## src/rtl/gmii_rx_pkg.sv

```systemverilog
// Shared constants for the GMII receive path: framing bytes, CRC-32 parameters,
// FSM state encodings and RX_STATUS bit positions.
package gmii_rx_pkg;

  localparam logic [7:0]  PREAMBLE_BYTE = 8'h55;
  localparam logic [7:0]  SFD_BYTE      = 8'hD5;
  localparam logic [31:0] CRC_POLY      = 32'hEDB88320;
  localparam logic [31:0] CRC_INIT      = 32'hFFFFFFFF;
  localparam logic [31:0] CRC_RESIDUE   = 32'hDEBB20E3;

  typedef logic [1:0] rx_state_t;
  localparam rx_state_t ST_IDLE = 2'd0;
  localparam rx_state_t ST_PRE  = 2'd1;
  localparam rx_state_t ST_DATA = 2'd2;
  localparam rx_state_t ST_DROP = 2'd3;

  localparam int STAT_CRC_BAD  = 0;
  localparam int STAT_RUNT     = 1;
  localparam int STAT_TOO_LONG = 2;
  localparam int STAT_ER       = 3;

endpackage

```

## src/rtl/crc32_d8.sv

```systemverilog
// Byte-wide next-state function for the reflected Ethernet CRC-32, LSB of the
// data byte first. Shared with the TX FCS inserter.
module crc32_d8
  import gmii_rx_pkg::*;
(
  input  logic [7:0]  data,
  input  logic [31:0] crc_in,
  output logic [31:0] crc_out
);

  always_comb begin
    crc_out = crc_in;
    for (int i = 0; i < 8; i++) begin
      if (crc_out[0] ^ data[i]) begin
        crc_out = (crc_out >> 1) ^ CRC_POLY;
      end else begin
        crc_out = crc_out >> 1;
      end
    end
  end

endmodule

```

## config.mk

```make
export PLATFORM = sky130hd
export DESIGN_NAME = crc32_d8
export DESIGN_NICKNAME = d
export VERILOG_FILES = /design/src/rtl/gmii_rx_pkg.sv /design/src/rtl/crc32_d8.sv
export SDC_FILE = /design/constraint.sdc
export NUM_CORES = 1
export LEC_CHECK = 0
export BUFFER_PORTS_ARGS = -buffer_cell sky130_fd_sc_hd__buf_2
export CORE_ASPECT_RATIO = 0.6
export CORE_MARGIN = 2
export CORE_UTILIZATION = 25
export DETAILED_ROUTE_END_ITERATION = 12
export GPL_TIMING_DRIVEN = 0
export SETUP_SLACK_MARGIN = 0.05
export SYNTH_ARGS = -nofsm -noshare
export SYNTH_HDL_FRONTEND = slang
export SYNTH_SLANG_ARGS = --single-unit
```

## constraint.sdc

```tcl
create_clock -name vclk -period 4.4
set_input_delay 0.44 -clock vclk [all_inputs]
set_output_delay 0.44 -clock vclk [all_outputs]
set_load 0.02 [all_outputs]
```

==> results of run 1 <==
[worst paths after layout]
| path | startpoint | endpoint | cells after the start |
|---|---|---|---|
| setup / recovery | data[1] | crc_out[20] | 6 |
| hold / removal | crc_in[19] | crc_out[11] | 3 |
[routing by layer]
layer / GRT usage (%) / wire length, µm
met2: 17.74 / 844
met1: 14.01 / 836
met5: 0 / 0
met3: 0.4292 / 196
met4: 0 / 0
[worst max-delay path, cell delays in order]
cell	delay, ns
buf_2	0.13
xnor2_4	0.36
xor2_4	0.35
xnor3_1	0.53
xor3_1	0.22
buf_2	0.16
[through the flow]
stage	hold WS [ns]	setup slack, ns
2_1_floorplan	1.022	1.934
3_3_place_gp	1.169	1.760
3_5_place_dp	1.168	1.703
4_1_cts	1.171	1.698
5_1_grt	1.187	1.598
6_report	1.170	1.756
[Yosys cell counts (all sizes together)]
cell / instances / share of area [%]
xnor2: 49 / 63
xnor3: 1 / 2.9
xor2: 18 / 28
xor3: 2 / 6.2
[power groups by stage]
stage / Combinational, W / Clock, W / Sequential, W
after CTS: 0.000593 / 0 / 0
after floorplan: 0.000420 / 0 / 0
after global routing: 0.000631 / 0 / 0
final: 0.000583 / 0 / 0
after detailed placement: 0.000591 / 0 / 0
after global placement: 0.000585 / 0 / 0
[cell families (layout without fill, tap and decap cells)]
group | Yosys count | in the layout | share of synthesized area (%)
XOR/XNOR | 70 | 70 | 100.0
buffers and inverters | 0 | 72 | 0
[area by class of cell]
class / instances / area, µm²
Multi-Input combinational cell: 70 / 769.5
Tap cell: 42 / 52.55
Timing Repair Buffer: 72 / 360.3
Fill cell: 298 / 1727
==> qor.csv, run 1 <==
stage;metric;value;unit
status;status;finished, final reports clean;
detailed_routing;routed-via-count;677;
floorplan;die_height;46.98;µm
timing;rsz0062_at_grt;no;
floorplan;ioPinCount;72;
global_route;grt_pass1_vias;615;
synthesis;syn_inst;70;
timing;slew_headroom;46.98;%
final_layout;antenna_cells;0;
final_layout;drive_gt1_share;59.15;%
synthesis;synth_nets;110;
clock_network;cts_resized;0;
timing;final-setup-viol-count;0;
floorplan;die_w;75.63;µm
setup_path;arrival;2.20;ns
global_route;grt_pass1_wl;2677;µm
detailed_routing;wirelength;1877;µm
detailed_routing;firstDrtPassIters;2;
placed_design;hpwl;1701;µm
timing;slew_violations;0;
power_and_ir_drop;vdd_drop_max;0.1861;mV
timing;hold_viol;0;
setup_path;worst-setup-path-type;input port to output pin;
synthesis;avgSynthCellArea;10.99;µm²
detailed_routing;detail-route-antenna-nets;0;
synthesis;synthesis.area;769.5;µm²
job;maxCapViolations;0;
floorplan;rows;15;
floorplan;die_area;0.003552;mm²
final_layout;instances_no_fill;184;
detailed_routing;vias_per_cell;3.679;
placed_design;gp_congestion;0.6720;
final_layout;post-route-util;40.65;%
power_and_ir_drop;switching_power;0.0003444;W
final_layout;syn_to_final_growth;53.66;%
final_layout;fin_area;0.001182;mm²
timing;layout_min_cycle_time;2.644;ns
placed_design;dp.cells;184;
detailed_routing;drc;0;
final_layout;final_common_cell;buf_2;
final_layout;seq_cell_count;0;
synthesis;seq_area_frac_synth;0;%
timing;period_share;60.09;%
setup_path;end_kind;output pin;
setup_path;worstSetupStartpointType;input port;
timing;worst_pin_slew;0.7896;ns
power_and_ir_drop;swShare;59.10;%
timing;fin_setup_tns;0;ns
synthesis;ys_warn_count;0;
final_layout;final_cell_mix;buf_2 (72), xnor2_1 (43), xor2_1 (12), xnor2_2 (5), xor2_2 (5);
hold_path;worstHoldPathType;input port to output pin;
global_route;grt_max_degree;8;
synthesis;ys_types;8;
power_and_ir_drop;p_int;0.0002383;W
final_layout;final_net_count;184;
power_and_ir_drop;p_leak;0.5525;nW
detailed_routing;wl_per_cell;10.20;µm
placed_design;placed_area;0.001182;mm²
global_route;grt.total_usage;9.789;%
setup_path;crit_required;3.96;ns
power_and_ir_drop;power_density;492.8;mW/mm²
floorplan;start_util;26.45;%
setup_path;cp_max_fo;7;
timing;fmax;378.2;MHz
floorplan;core;0.002909;mm²
power_and_ir_drop;power;0.0005827;W
final_layout;clockBufferCount;0;
clock_network;cts_hold_buf;0;
placed_design;io_buffers;72;
final_layout;regArea;0;µm²
global_route;gr-total-overflow;0;
power_and_ir_drop;pwr-share-seq;0;%
power_and_ir_drop;combPwrFrac;100.0;%
clock_network;cts_setup_buffers;0;
global_route;antenna_found_initial;0;
detailed_routing;drt_iter0_markers;14;
power_and_ir_drop;p_clk_share;0;%
(Power assumes the default switching activity.)
==> run 2: changes to the inputs <==
Clock period 4.4 ns to 2.15 ns, I/O delays scaled along.
==> run 2 against run 1 <==
Effect of this change:
- final cell count is 1.1% higher
- sequential share of layout area stayed put
- setup slack worse by 1.6 ns
- critical path type unchanged
==> qor.csv, run 2 (synthesized netlist as in run 1, its figures left out) <==
stage;metric;value;unit;change
power_and_ir_drop;swShare;58.55;%;-0.56 points
floorplan;rows;15;;unchanged
floorplan;core;0.002909;mm²;unchanged
floorplan;die_area;0.003552;mm²;unchanged
global_route;antenna_found_initial;0;;unchanged
setup_path;worstSetupStartpointType;input port;;
final_layout;final_common_cell;buf_2;;
detailed_routing;wirelength;1924;µm;+2.5%
timing;worst_pin_slew;0.5171;ns;-0.2725 ns
detailed_routing;firstDrtPassIters;2;;unchanged
detailed_routing;routed-via-count;688;;+1.6%
setup_path;arrival;1.79;ns;-0.41 ns
setup_path;crit_slowest_cell;xor2_2;;
setup_path;cp_max_fo;7;;unchanged
global_route;grt_pass1_vias;629;;+2.3%
global_route;grt_pass1_wl;2725;µm;+1.8%
detailed_routing;drc;0;;unchanged
setup_path;crit_chain;buf_2, xor2_2, xor2_4, xnor3_1, xor3_1, buf_2;;
final_layout;antenna_cells;0;;unchanged
detailed_routing;vias_per_cell;3.699;;+0.53%
placed_design;gp_congestion;0.6720;;unchanged
setup_path;slowest_delay;0.39;ns;-0.14 ns
floorplan;die_w;75.63;µm;unchanged
timing;layout_min_cycle_time;2.003;ns;
final_layout;clockBufferCount;0;;unchanged
clock_network;cts_hold_buf;0;;unchanged
floorplan;ioPinCount;72;;unchanged
global_route;grt_max_degree;8;;unchanged
detailed_routing;drt_iter0_markers;15;;+1
setup_path;end_kind;output pin;;
final_layout;final_net_count;186;;+1.1%
final_layout;final_cell_mix;buf_2 (72), xnor2_1 (41), xor2_1 (12), xnor2_2 (5), xor2_2 (4);;
job;maxCapViolations;0;;unchanged
power_and_ir_drop;pwr-share-seq;0;%;unchanged
power_and_ir_drop;vdd_drop_max;0.3826;mV;+110%
timing;slew_headroom;65.36;%;+18 points
final_layout;regArea;0;µm²;unchanged
global_route;grt.total_usage;10.02;%;+0.23 points
placed_design;hpwl;1701;µm;unchanged
floorplan;start_util;26.45;%;unchanged
placed_design;dp.cells;184;;unchanged
setup_path;crit_required;1.93;ns;-2.03 ns
timing;slew_violations;0;;unchanged
timing;fmax;499.4;MHz;
timing;hold_viol;0;;unchanged
power_and_ir_drop;p_leak;0.5780;nW;+4.6%
final_layout;drive_gt1_share;61.11;%;+2.0 points
power_and_ir_drop;switching_power;0.0007169;W;+110%
global_route;gr-total-overflow;0;;unchanged
hold_path;worstHoldPathType;input port to output pin;;
power_and_ir_drop;power_density;982.5;mW/mm²;+99%
final_layout;instances_no_fill;186;;+1.1%
power_and_ir_drop;p_int;0.0005076;W;+110%
power_and_ir_drop;combPwrFrac;100.0;%;about the same
timing;rsz0062_at_grt;no;;
final_layout;seq_cell_count;0;;unchanged
power_and_ir_drop;p_clk_share;0;%;unchanged
detailed_routing;wl_per_cell;10.34;µm;+1.4%
detailed_routing;detail-route-antenna-nets;0;;unchanged
status;status;finished, final reports clean;;
timing;period_share;93.14;%;
timing;timing.hold.ws;0.7183;ns;-0.4513 ns
floorplan;die_height;46.98;µm;unchanged
setup_path;crit_path_frequent_cell;buf_2;;
setup_path;worst-setup-path-type;input port to output pin;;
placed_design;io_buffers;72;;unchanged
timing;final-setup-viol-count;0;;unchanged
final_layout;syn_to_final_growth;61.95;%;
## run 2: cell count changes in the layout (fill, tap and decap cells not counted)
cell     before  now
buf_4         0    2
xnor2_4       1    3
xor2_4        1    2
xnor2_1      43   41
xor2_2        5    4
## run 2: cell type report
cell class / count / area (µm²)
fillers: 296 / 1663
repair buffers: 74 / 375.4
well taps: 42 / 52.55
multi-input cells: 70 / 818.3
## run 2: final timing paths
| kind | startpoint | end | depth (start not counted) |
|---|---|---|---|
| min | crc_in[19] | crc_out[11] | 3 |
| max | crc_in[6] | crc_out[20] | 6 |
## run 2: repair_timing
| item | in CTS | in global routing |
|---|---|---|
| hold endpoints to repair | 0 | 0 |
| buffers inserted | 2 | 0 |
| setup endpoints to repair | 6 | 3 |
| gates resized for setup | 3 | 2 |
| pin swaps | 2 | 0 |
## run 2: layer usage
layer	wire, µm	vias up	GRT usage (%)
li1	-	361	-
met1	850	282	14.01
met2	877	45	18.61
met3	196	0	0.4292
met4	0	0	0
met5	0	-	0
## run 2: power groups by stage
| stage | combinational [W] | clock [W] | sequential, W |
|---|---|---|---|
| detailed placement | 0.00121 | 0 | 0 |
| floorplan | 0.000860 | 0 | 0 |
| finish | 0.00122 | 0 | 0 |
| CTS | 0.00124 | 0 | 0 |
| global route | 0.00132 | 0 | 0 |
| global placement | 0.00120 | 0 | 0 |
## run 2: critical path, delay by kind of cell
kind,cells,cell delay (ns)
xor gates and xnor gates,4,1.30
buffers and inverters,2,0.27
## run 2: per-stage QoR
stage / util (%) / TNS, ns / cell area [µm²] / total power [W] / setup WS, ns
floorplan: - / 0 / 769.5 / 0.0008595 / 0.1342
global placement: 40.65 / -0.1173 / 1182 / 0.001197 / -0.03998
finish: 42.84 / 0 / 1246 / 0.001224 / 0.1474
CTS: 42.06 / 0 / 1224 / 0.001237 / 0.08928
detailed placement: 40.65 / -0.4395 / 1182 / 0.001210 / -0.09704
global route: 42.84 / 0 / 1246 / 0.001322 / 0.05132
==> run 3: changes to the inputs <==
Settings changed: ABC_AREA set to 1.
==> run 3 against run 2 <==
Effect of this change:
- utilization fell by 6.9 points
- critical path type unchanged
- cell area rose by 34%
- worst hold slack got worse by 0.0013 ns
- sequential share of layout area did not move
==> qor.csv, run 3 <==
stage;metric;value;unit;change
status;status;finished, final reports clean;;
setup_path;crit_slowest_cell;nand2_2;;
final_layout;multi_input_area;0.001106;mm²;+35%
detailed_routing;firstDrtPassIters;4;;+2
detailed_routing;routed-via-count;1297;;+89%
detailed_routing;wirelength;3138;µm;+63%
final_layout;clockBufferCount;0;;unchanged
timing;slew_violations;0;;unchanged
power_and_ir_drop;switching_power;0.0005386;W;-25%
timing;rsz0062_at_grt;no;;
synthesis;ys_warn_count;0;;unchanged
detailed_routing;detail-route-antenna-nets;0;;unchanged
timing;final-setup-viol-count;0;;unchanged
global_route;grt_pass1_wl;4961;µm;+82%
clock_network;cts_setup_buffers;0;;-2
setup_path;crit_chain;buf_2, inv_1, nand2_2, nand2_4, nand2_4, nand2_2, nand2_2, nand2_2, xor2_1, buf_2;;
setup_path;crit_required;1.93;ns;about the same
placed_design;hpwl;2704;µm;+59%
detailed_routing;wl_per_cell;9.509;µm;-8.1%
synthesis;netlist_top_cells_count;nand2_1 (62), xor2_1 (40), inv_1 (31), nand2_2 (22), xnor2_1 (10);;
hold_path;worstHoldPathType;input port to output pin;;
timing;fmax;594.1;MHz;+19%
setup_path;worstSetupStartpointType;input port;;
final_layout;final_cell_mix;buf_2 (72), nand2_1 (62), xor2_1 (40), inv_1 (31), nand2_2 (22);;
power_and_ir_drop;power;0.0008425;W;-31%
timing;worst_pin_slew;0.2203;ns;-0.2968 ns
timing;timing.final.ws_setup;0.4667;ns;+0.3193 ns
synthesis;yosys.area.top_type;xor2_1;;
floorplan;ioPinCount;72;;unchanged
synthesis;synth_area_leaders;xor2_1 (28%), nand2_1 (19%), nand2_2 (11%);;
detailed_routing;vias_per_cell;3.930;;+6.3%
global_route;grt_pass1_vias;1147;;+82%
synthesis;synth.top_cell.area_share;28.40;%;-21 points
global_route;grt_max_degree;10;;+2
synthesis;synthesis.area;0.001234;mm²;+60%
global_route;gr-total-overflow;0;;unchanged
power_and_ir_drop;p_int;0.0003039;W;-40%
floorplan;die_height;58.42;µm;+24%
placed_design;dp_slack;0.4438;ns;+0.5408 ns
floorplan;die_w;94.69;µm;+25%
synthesis;avgSynthCellArea;6.327;µm²;-42%
power_and_ir_drop;swShare;63.93;%;+5.4 points
detailed_routing;drc;0;;unchanged
final_layout;antenna_cells;0;;unchanged
power_and_ir_drop;pwr-share-seq;0;%;unchanged
timing;slew_headroom;85.28;%;+20 points
final_layout;final_common_cell;buf_2;;
final_layout;regArea;0;µm²;unchanged
timing;period_share;78.29;%;-15 points
setup_path;end_kind;output pin;;
synthesis;ys_types;16;;+8
power_and_ir_drop;p_clk_share;0;%;unchanged
hold_path;hold_start;crc_in[18];;
hold_path;worstHoldEndpoint;crc_out[10];;
timing;hold_viol;0;;unchanged
job;maxCapViolations;0;;unchanged
synthesis;synth.most_common_cell;nand2_1;;
placed_design;gp_congestion;0.7494;;+12%
floorplan;core;0.004659;mm²;+60%
final_layout;seq_cell_count;0;;unchanged
floorplan;start_util;26.48;%;about the same
power_and_ir_drop;vdd_drop_max;0.2616;mV;-32%
final_layout;final_net_count;309;;+66%
setup_path;crit_path_frequent_cell;nand2_2;;
global_route;grt.total_usage;10.96;%;+0.94 points
hold_path;hold_depth;3;;unchanged
power_and_ir_drop;p_leak;1.031;nW;+78%
floorplan;die_area;0.005531;mm²;+56%
setup_path;slowest_delay;0.19;ns;-0.20 ns
synthesis;synth_nets;235;;+110%
power_and_ir_drop;combPwrFrac;100.0;%;about the same
final_layout;syn_to_final_growth;35.60;%;
final_layout;drive_gt1_share;42.32;%;-19 points
power_and_ir_drop;power_density;503.6;mW/mm²;-49%
clock_network;cts_resized;0;;-3
clock_network;cts_hold_buf;0;;unchanged
global_route;antenna_found_initial;0;;unchanged
setup_path;cp_max_fo;7;;unchanged
floorplan;rows;19;;+4
timing;layout_min_cycle_time;1.683;ns;-0.3193 ns
placed_design;io_buffers;72;;unchanged
final_layout;fill_cells;538;;+82%
setup_path;arrival;1.47;ns;-0.32 ns
setup_path;worst-setup-path-type;input port to output pin;;
timing;fin_setup_tns;0;ns;unchanged
synthesis;seq_area_frac_synth;0;%;unchanged
synthesis;syn_inst;195;;+180%
detailed_routing;drt_iter0_markers;35;;+20
[run 3: cell count changes in the layout (fill, tap and decap cells not counted), moves of 3 or more]
| cell | delta |
|---|---|
| inv_1 | +31 |
| inv_2 | +3 |
| nand2_2 | +22 |
| nand2_4 | +9 |
| xnor2_2 | -5 |
| nand2_1 | +62 |
| nand3_1 | +9 |
| xnor2_1 | -31 |
| xor2_1 | +28 |
[run 3: per-layer routing]
layer	global-route usage (%)	vias up	wire, µm
met3	2.049	0	276
met4	0.2070	0	0
met2	18.03	41	1312
met1	15.87	548	1549
met5	0	-	0
li1	-	708	-
[run 3: how the worst max path moves through the flow]
| stage | startpoint | end | slack (ns) | cells past startpoint |
|---|---|---|---|---|
| after global placement | crc_in[0] | crc_out[19] | 0.48 | 13 |
| after detailed placement | crc_in[0] | crc_out[8] | 0.44 | 10 |
| after CTS | crc_in[0] | crc_out[8] | 0.44 | 10 |
| final | crc_in[0] | crc_out[8] | 0.47 | 10 |
| after floorplan | crc_in[1] | crc_out[8] | 0.59 | 8 |
| after global routing | crc_in[6] | crc_out[20] | 0.29 | 13 |
[run 3: layout make-up]
type | instances | share of cell area (%)
Inverter | 34 | 7.629
Multi-Input combinational cell | 161 | 66.12
Tap cell | 63 | 4.712
Timing Repair Buffer | 72 | 21.54
[run 3: cell families after synthesis]
| logic type | synth area share (%) |
|---|---|
| AND/OR/NAND/NOR | 47.06 |
| buffers and inverters | 10.34 |
| XOR/XNOR | 42.60 |
[run 3: power by group through the flow]
stage	clock [W]	sequential (W)	combinational (W)
global route	0	0	0.000925
finish	0	0	0.000842
detailed placement	0	0	0.000850
global placement	0	0	0.000843
CTS	0	0	0.000854
floorplan	0	0	0.000602
[run 3: worst max-delay path, delay by kind of cell]
family	cells	cell delay, ns
xor gates and xnor gates	1	0.16
buffers and inverters	3	0.36
and+or+nand+nor	6	0.73
[run 3: stage by stage]
step	area (µm²)	cells	hold slack (ns)	util, %
finish	1673	330	0.7170	35.90
CTS	1673	330	0.7201	35.90
detailed placement	1673	330	0.7196	35.90
global placement	1673	330	0.7133	35.90
floorplan	1234	195	0.5583	-
global route	1673	330	0.7310	35.90
